**src/rtl/ring_pkg.sv**
```systemverilog
// ============================================================================
// Module  : ring_pkg
// Brief   : Shared flit control codes, FIFO selectors and injector FSM states.
// Rev     : 1.0  initial release
// ============================================================================
`default_nettype none

package ring_pkg;

    localparam int FLIT_W = 16;

    localparam logic [1:0] CTRL_NONE = 2'b00;
    localparam logic [1:0] CTRL_HEAD = 2'b01;
    localparam logic [1:0] CTRL_BODY = 2'b10;
    localparam logic [1:0] CTRL_TAIL = 2'b11;

    localparam logic [1:0] DF_NONE = 2'b00;
    localparam logic [1:0] DF_REQ  = 2'b01;
    localparam logic [1:0] DF_REP  = 2'b10;

    typedef enum logic [1:0] {
        ST_IDLE = 2'd0,
        ST_HEAD = 2'd1,
        ST_BODY = 2'd2,
        ST_TAIL = 2'd3
    } tx_state_t;

endpackage

`default_nettype wire

```
**src/rtl/ring_ni_tx.sv**
```systemverilog
// ============================================================================
// Module  : ring_ni_tx
// Brief   : Ring node local injector; serializes one core message into flits.
// Rev     : 1.0  initial release
// ============================================================================
`default_nettype none

module ring_ni_tx
    import ring_pkg::*;
#(
    parameter int          FLIT_W       = ring_pkg::FLIT_W,
    parameter logic [15:0] MSG_CNT_INIT = 16'h0000
) (
    input  logic                clk,
    input  logic                rst,
    input  logic                msg_valid,
    output logic                msg_ready,
    input  logic [4*FLIT_W-1:0] msg_data,
    input  logic [1:0]          msg_len,
    input  logic                msg_type,
    input  logic                en_local_req_in,
    input  logic                en_local_rep_in,
    output logic [FLIT_W-1:0]   flit_out,
    output logic [1:0]          ctrl_out,
    output logic [1:0]          dest_fifo_out,
    output logic                busy,
    output logic [15:0]         msg_cnt
);

    localparam int BUF_W = 4 * FLIT_W;

    tx_state_t          state, state_nxt;
    logic [BUF_W-1:0]   buf_q, buf_nxt;
    logic               type_q, type_nxt;
    logic [1:0]         body_left, body_left_nxt;
    logic [15:0]        cnt_q, cnt_nxt;
    logic               sel_en;
    logic [BUF_W-1:0]   buf_shifted;

    assign sel_en      = type_q ? en_local_rep_in : en_local_req_in;
    assign buf_shifted = {buf_q[BUF_W-FLIT_W-1:0], {FLIT_W{1'b0}}};

    always_ff @(posedge clk or negedge rst) begin
        if (!rst) begin
            state     <= ST_IDLE;
            buf_q     <= '0;
            type_q    <= 1'b0;
            body_left <= 2'd0;
            cnt_q     <= MSG_CNT_INIT;
        end else begin
            state     <= state_nxt;
            buf_q     <= buf_nxt;
            type_q    <= type_nxt;
            body_left <= body_left_nxt;
            cnt_q     <= cnt_nxt;
        end
    end

    always_comb begin
        state_nxt     = state;
        buf_nxt       = buf_q;
        type_nxt      = type_q;
        body_left_nxt = body_left;
        cnt_nxt       = cnt_q;
        unique case (state)
            ST_IDLE: begin
                if (msg_valid) begin
                    buf_nxt       = msg_data;
                    type_nxt      = msg_type;
                    body_left_nxt = (msg_len == 2'd3) ? 2'd2 : msg_len;
                    state_nxt     = ST_HEAD;
                end
            end
            ST_HEAD: begin
                if (sel_en) begin
                    buf_nxt   = buf_shifted;
                    state_nxt = (body_left != 2'd0) ? ST_BODY : ST_TAIL;
                end
            end
            ST_BODY: begin
                if (sel_en) begin
                    buf_nxt       = buf_shifted;
                    body_left_nxt = body_left - 2'd1;
                    state_nxt     = (body_left == 2'd1) ? ST_TAIL : ST_BODY;
                end
            end
            ST_TAIL: begin
                if (sel_en) begin
                    cnt_nxt   = cnt_q + 16'd1;
                    state_nxt = ST_IDLE;
                end
            end
            default: state_nxt = ST_IDLE;
        endcase
    end

    // Outputs decode state and buffer registers only; enables never reach them.
    always_comb begin
        ctrl_out      = CTRL_NONE;
        dest_fifo_out = DF_NONE;
        flit_out      = '0;
        unique case (state)
            ST_HEAD: ctrl_out = CTRL_HEAD;
            ST_BODY: ctrl_out = CTRL_BODY;
            ST_TAIL: ctrl_out = CTRL_TAIL;
            default: ctrl_out = CTRL_NONE;
        endcase
        if (state != ST_IDLE) begin
            flit_out      = buf_q[BUF_W-1 -: FLIT_W];
            dest_fifo_out = type_q ? DF_REP : DF_REQ;
        end
    end

    assign msg_ready = (state == ST_IDLE);
    assign busy      = (state != ST_IDLE);
    assign msg_cnt   = cnt_q;

endmodule

`default_nettype wire

```
**config.mk**
```make
export PLATFORM = sky130hd
export DESIGN_NAME = ring_ni_tx
export DESIGN_NICKNAME = d
export VERILOG_FILES = /design/src/rtl/ring_pkg.sv /design/src/rtl/ring_ni_tx.sv
export SDC_FILE = /design/constraint.sdc
export NUM_CORES = 1
export LEC_CHECK = 0
export ABC_CLOCK_PERIOD_IN_PS = 2430
export BUFFER_PORTS_ARGS = -buffer_cell sky130_fd_sc_hd__buf_2
export CORE_MARGIN = 5
export CORE_UTILIZATION = 53
export DETAILED_ROUTE_END_ITERATION = 6
export PLACE_DENSITY_LB_ADDON = 0.15
export SLEW_MARGIN = 5
export SYNTH_ARGS = -nofsm -noshare
export SYNTH_HDL_FRONTEND = slang
export SYNTH_SLANG_ARGS = --single-unit
```
**constraint.sdc**
```tcl
create_clock -name clk -period 2.43 [get_ports clk]
set_clock_uncertainty 0.2 [all_clocks]
set_input_delay 0.6075 -clock clk [delete_from_list [all_inputs] [get_ports clk]]
set_output_delay 0.6075 -clock clk [all_outputs]
set_load 0.05 [all_outputs]
```
==> flow_metrics.py, run 1 <==
metrics = {
    "logic_synthesis": {
        "synthArstFlopShare": 1.000,
        "yosysWarnings": 0,
        "synth_ff_type": "dfrtp_1",
        "yosysTopAreaCellShare": 0.5173,
        "syn_area_um2": 4111,
        "seq_area_frac_synth": 0.5173,
        "yosys-top-cells-count": "nand2_1 (93), dfrtp_1 (85), mux2i_1 (51)",
        "ys_ff_latch": 85,
        "synth_most_common_cell": "nand2_1",
        "syn_avg_cell_area_um2": 10.18,
        "synth.area.top_cells": "dfrtp_1 (52%), mux2i_1 (12%), nand2_1 (8.5%)",
        "synth_edf_count": 0,
        "synth_area_leader_cell": "dfrtp_1",
        "synth_cell_types": 34,
        "synth_nets": 485,
        "syn_inst": 404,
    },
    "setup_path": {
        "ff2ff_setup_slack_ns": 0.29,
        "crit_required_ns": 1.62,
        "end_kind": "output port",
        "r2r_start": "type_q",
        "critical_path.max_fanout": 7,
        "cp-start-kind": "flop",
        "r2r_end": "msg_cnt[10]",
        "ff2ff_path_depth": 5,
        "path_class": "reg -> out",
        "crit_arrival_ns": 1.58,
    },
    "power": {
        "p_per_area_nw_per_um2": 1677,
        "p_leak_nw": 2.613,
        "total_power_mw": 8.655,
        "peakVddDrop_mv": 0.8534,
    },
    "detailed_routing": {
        "wire_per_inst_um": 14.36,
        "viasPerCell": 5.028,
        "ant_nets": 0,
        "drt_iter0_drc": 129,
        "vias": 3102,
        "wl_mm": 8.858,
        "drtPass1Iterations": 4,
        "drc": 0,
    },
    "timing": {
        "rsz0062_at_grt": "yes",
        "hold-worst-slack_ns": 0.2723,
        "slew_violations": 0,
        "period_share": 0.9825,
        "tightest_slew_ns": 0.7086,
        "relSlewSlack": 0.5261,
        "fmax_mhz": 418.8,
        "hold_viol_final": 0,
        "setup_viol": 0,
        "period_minus_slack_ns": 2.388,
    },
    "die": {
        "core_area_um2": 7647,
        "fp.dieArea_um2": 9619,
        "rows": 32,
        "initial_core_util": 0.5376,
        "die_w_um": 98.08,
        "die_height_um": 98.08,
        "ios": 110,
    },
    "placement": {
        "place_inst": 600,
        "dpl_cell_area_um2": 4863,
        "io_buffers": 109,
        "place_hpwl_mm": 6.504,
        "gp_congestion": 0.8210,
    },
    "clock_tree": {
        "insertion_delay_ns": 0.36,
        "cts_setup_buffers": 0,
        "numCtsBuffers": 9,
        "cts_num_sinks": 85,
        "cts_buffer_depth": 2,
        "path_clk_slew_ns": 0.08,
        "htree_levels": 3,
        "cts_tree": "done",
        "clockRootBuffer": "clkbuf_8",
    },
    "min_path": {
        "hold_path_class": "reg -> reg",
        "min_path_cells": 2,
        "min_to": "buf_q[10]",
        "hp-start": "buf_q[10]",
    },
    "run_status": {
        "status": "complete, no violations",
    },
    "cells_and_area": {
        "area_growth_pct": 25.50,
        "diodes": 0,
        "layout.nets": 591,
        "stdcell_area_um2": 5160,
        "fin_util": 0.6747,
        "drive_gt1_frac": 0.3107,
        "fin_cells": 617,
    },
    "global_route": {
        "grt_pass1_vias": 3150,
        "antenna_found_initial": 0,
        "grt-ovfl-total": 0,
        "grt_first_pass_wirelength_mm": 14.81,
        "grtUsageTotal": 0.1907,
        "grt_max_degree": 43,
    },
    "job": {
        "max-cap-violations": 0,
    },
}
stage by stage:
step | worst slack (ns) | setup TNS [ns]
final | 0.04242 | 0
after CTS | -0.003878 | -0.003878
after global placement | 0.1561 | 0
after floorplan | -0.01559 | -0.2042
after detailed placement | 0.06363 | 0
after global routing | -0.02033 | -0.02033
sequential cells by signal (all words and copies together), names as in the netlist:
name / flops
body_left: 2
buf_q: 64
msg_cnt: 16
state: 2
type_q: 1
critical path, stage by stage (launching register included):
cell and delay, ns:
dfrtp_2 0.45, ha_1 0.29, or2_2 0.30, buf_4 0.19
cells by family after synthesis:
kind of cell	synth area share
DFF	0.5173
muxes	0.1296
and+or+nand+nor	0.1866
buffers and inverters	0.03287
adders and majority gates	0.02739
AOI/OAI and AO/OA	0.07426
xor gates and xnor gates	0.03195
placed cells by master, fill, tap and decap left out, types with 2 or more instances in the layout:
| cell type | n |
|---|---|
| ha_4 | 2 |
| nor4_4 | 2 |
| clkinv_2 | 2 |
| mux2i_1 | 51 |
| nor2b_1 | 7 |
| xor2_1 | 6 |
| o21ai_1 | 46 |
| a21oi_1 | 2 |
| mux2_2 | 2 |
| o21ai_0 | 4 |
| buf_6 | 6 |
| dfrtp_1 | 84 |
| nand2_1 | 93 |
| clkinv_4 | 2 |
| nor2b_2 | 12 |
| xnor2_1 | 9 |
| inv_1 | 4 |
| nor3_1 | 2 |
| nand4_1 | 3 |
| buf_12 | 5 |
| buf_4 | 17 |
| clkbuf_8 | 9 |
| buf_2 | 89 |
| nor2_1 | 6 |
| nand3_1 | 5 |
| inv_2 | 2 |
| nand3b_1 | 16 |
| ha_1 | 6 |
power breakdown:
group / switching, mW / total, mW / internal (mW)
logic: 3.21 / 5.28 / 2.07
clock network: 0.529 / 1.01 / 0.478
registers: 0.334 / 2.37 / 2.03
total: 4.08 / 8.65 / 4.58
cell type report:
class                   count  area (um^2)
flip-flops and latches     85         2128
repair buffers            119        758.2
fillers                   634         2487
well taps                 102        127.6
clock inverters             7        73.82
inverters                   6        22.52
clock buffers               9        123.9
multi-input cells         289         1926
repair_timing:
action / 4_1_cts / 5_1_grt
endpoints found under the setup margin: 20 / 25
gates resized for setup: 21 / 13
hold endpoints to repair: 24 / 0
hold buffers: 1 / 0
metal layers:
metal  GRT usage  share of wire  vias up
met4     0.06709          0.015        0
met3     0.04714          0.064       11
met5           0              0        -
met1      0.2605           0.48     1438
li1            -              -     1574
met2      0.2979           0.44       79
worst max-delay path by stage:
stage	start	to	slack, ns	depth (start not counted)
floorplan	state[1]	dest_fifo_out[1]	-0.02	4
global placement	en_local_rep_in	buf_q[7]	0.16	5
detailed placement	state[1]	buf_q[11]	0.06	6
CTS	state[1]	ctrl_out[1]	-0.004	3
global route	state[0]	ctrl_out[1]	-0.02	4
finish	state[1]	ctrl_out[1]	0.04	3
No activity file was read; power rests on OpenSTA's default activity.
==> inputs of run 2 (changes only) <==
--- a/config.mk
+++ b/config.mk
@@ -11,6 +11,7 @@
 export CORE_UTILIZATION = 53
 export DETAILED_ROUTE_END_ITERATION = 6
 export PLACE_DENSITY_LB_ADDON = 0.15
+export REMOVE_ABC_BUFFERS = 1
 export SLEW_MARGIN = 5
 export SYNTH_ARGS = -nofsm -noshare
 export SYNTH_HDL_FRONTEND = slang
==> flow_metrics.py, run 2 (synthesized netlist as in run 1, its figures left out) <==
metrics = {
    "setup_path": {
        "end_kind": "output port",
        "critical_path.max_fanout": 5,
        "r2r_start": "state[0]",
        "ff2ff_path_depth": 7,
        "ff2ff_setup_slack_ns": 0.41,
        "crit_arrival_ns": 1.57,
        "r2r_end": "buf_q[61]",
        "crit_required_ns": 1.62,
        "path_class": "reg -> out",
        "cp-start-kind": "flop",
    },
    "run_status": {
        "status": "complete, no violations",
    },
    "timing": {
        "period_share": 0.9788,
        "rsz0062_at_grt": "yes",
        "fmax_mhz": 420.4,
        "fin_tns_setup_ns": 0,
        "slew_violations": 0,
        "hold_viol_final": 0,
        "tightest_slew_ns": 0.5438,
        "period_minus_slack_ns": 2.379,
        "setup_viol": 0,
        "relSlewSlack": 0.6271,
    },
    "placement": {
        "place_inst": 602,
        "gp_congestion": 0.7632,
        "io_buffers": 109,
        "place_hpwl_mm": 5.992,
    },
    "power": {
        "pwr-share-comb": 0.604,
        "switching_share": 0.4654,
        "p_seq_frac": 0.277,
        "p_per_area_nw_per_um2": 1668,
        "intPower_mw": 4.551,
        "power_switching_mw": 3.961,
        "peakVddDrop_mv": 0.7126,
        "power_frac_clock": 0.119,
        "p_leak_nw": 2.608,
    },
    "die": {
        "rows": 32,
        "core_area_um2": 7647,
        "die_height_um": 98.08,
        "fp.dieArea_um2": 9619,
        "ios": 110,
        "initial_core_util": 0.5376,
        "die_w_um": 98.08,
    },
    "cells_and_area": {
        "diodes": 0,
        "final_common_cell": "nand2_1",
        "drive_gt1_frac": 0.2888,
        "mostFrequentLayoutCells": "nand2_1 (93), buf_2 (90), dfrtp_1 (85), mux2i_1 (51), o21ai_1 (46)",
        "layout.nets": 593,
        "fin_cells": 618,
        "area_growth_pct": 24.13,
        "largest-register": "buf_q",
        "largest_reg_flops": 64,
    },
    "detailed_routing": {
        "drt_iter0_drc": 176,
        "drtPass1Iterations": 4,
        "wire_per_inst_um": 13.61,
        "top_layer": "met4",
        "vias": 3090,
        "viasPerCell": 5.000,
        "wl_met3_um": 537,
        "m1WireLength_mm": 3.698,
        "drc": 0,
        "ant_nets": 0,
        "wl_met2_mm": 4.108,
        "wl_mm": 8.410,
    },
    "clock_tree": {
        "cts_tree": "done",
        "numCtsBuffers": 9,
        "insertion_delay_ns": 0.35,
        "cts_num_sinks": 85,
        "clockRootBuffer": "clkbuf_8",
        "htree_levels": 3,
        "cts_buffer_depth": 2,
        "path_clk_slew_ns": 0.08,
    },
    "global_route": {
        "grtUsageTotal": 0.1827,
        "grt_first_pass_wirelength_mm": 14.35,
        "grt_pass1_vias": 3086,
        "grt_max_degree": 86,
        "antenna_found_initial": 0,
        "grt-ovfl-total": 0,
    },
    "min_path": {
        "hold_path_class": "in -> async",
    },
    "job": {
        "max-cap-violations": 0,
    },
}
## run 2: cell count changes in the layout (fill, tap and decap cells not counted), sizes merged
cell	delta
clkinv	-2
dlygate4sd3	-1
buf	+2
clkbuf	+3
inv	-1
## run 2: layout make-up
| class | instances | area [um^2] |
|---|---|---|
| fillers | 643 | 2544 |
| flip-flops and latches | 85 | 2127 |
| multi-input cells | 289 | 1888 |
| repair buffers | 121 | 739.5 |
| clock buffers | 11 | 151.4 |
| well taps | 102 | 127.6 |
| clock inverters | 4 | 47.55 |
| inverters | 6 | 22.52 |
## run 2: layer usage
metal,GRT usage,up-vias
li1,-,1573
met1,0.2370,1434
met2,0.3021,77
met3,0.05000,6
met4,0.05112,0
met5,0,-
## run 2: worst max-delay path, cell delays in order (launching register included)
cell	delay [ns]
dfrtp_1	0.41
buf_4	0.16
ha_2	0.20
or2_2	0.30
buf_6	0.16
## run 2: worst max path at each step
stage	startpoint	to	cells after the start
after floorplan	state[1]	buf_q[18]	4
after global placement	state[0]	msg_ready	4
after detailed placement	state[0]	msg_ready	4
after CTS	state[1]	ctrl_out[1]	4
after global routing	state[1]	ctrl_out[1]	4
final	state[1]	ctrl_out[1]	4
## run 2: repair_timing
action | in CTS | in global routing
gates resized for setup | 17 | 16
hold buffers | 0 | 0
endpoints found under the setup margin | 21 | 12
setup buffers | 1 | 0
## run 2: power by group through the flow
stage	Sequential [mW]	Clock [mW]	Combinational [mW]
after floorplan	2.43	0	3.12
after global placement	2.36	0	4.88
after detailed placement	2.39	0	5.01
after CTS	2.36	1.04	5.14
after global routing	2.44	1.11	5.67
final	2.36	1.01	5.14
## run 2: metrics by stage
stage	instance area [um^2]	power (mW)	hold slack, ns	worst slack, ns	utilization
2_1_floorplan	3999	5.550	0.1119	-2.376	-
3_3_place_gp	4816	7.244	0.2479	0.2466	0.6297
3_5_place_dp	4816	7.399	0.2559	0.1636	0.6297
4_1_cts	5071	8.538	0.09875	0.02262	0.6631
5_1_grt	5104	9.214	0.1051	-0.006006	0.6674
6_report	5104	8.512	0.06464	0.05140	0.6674
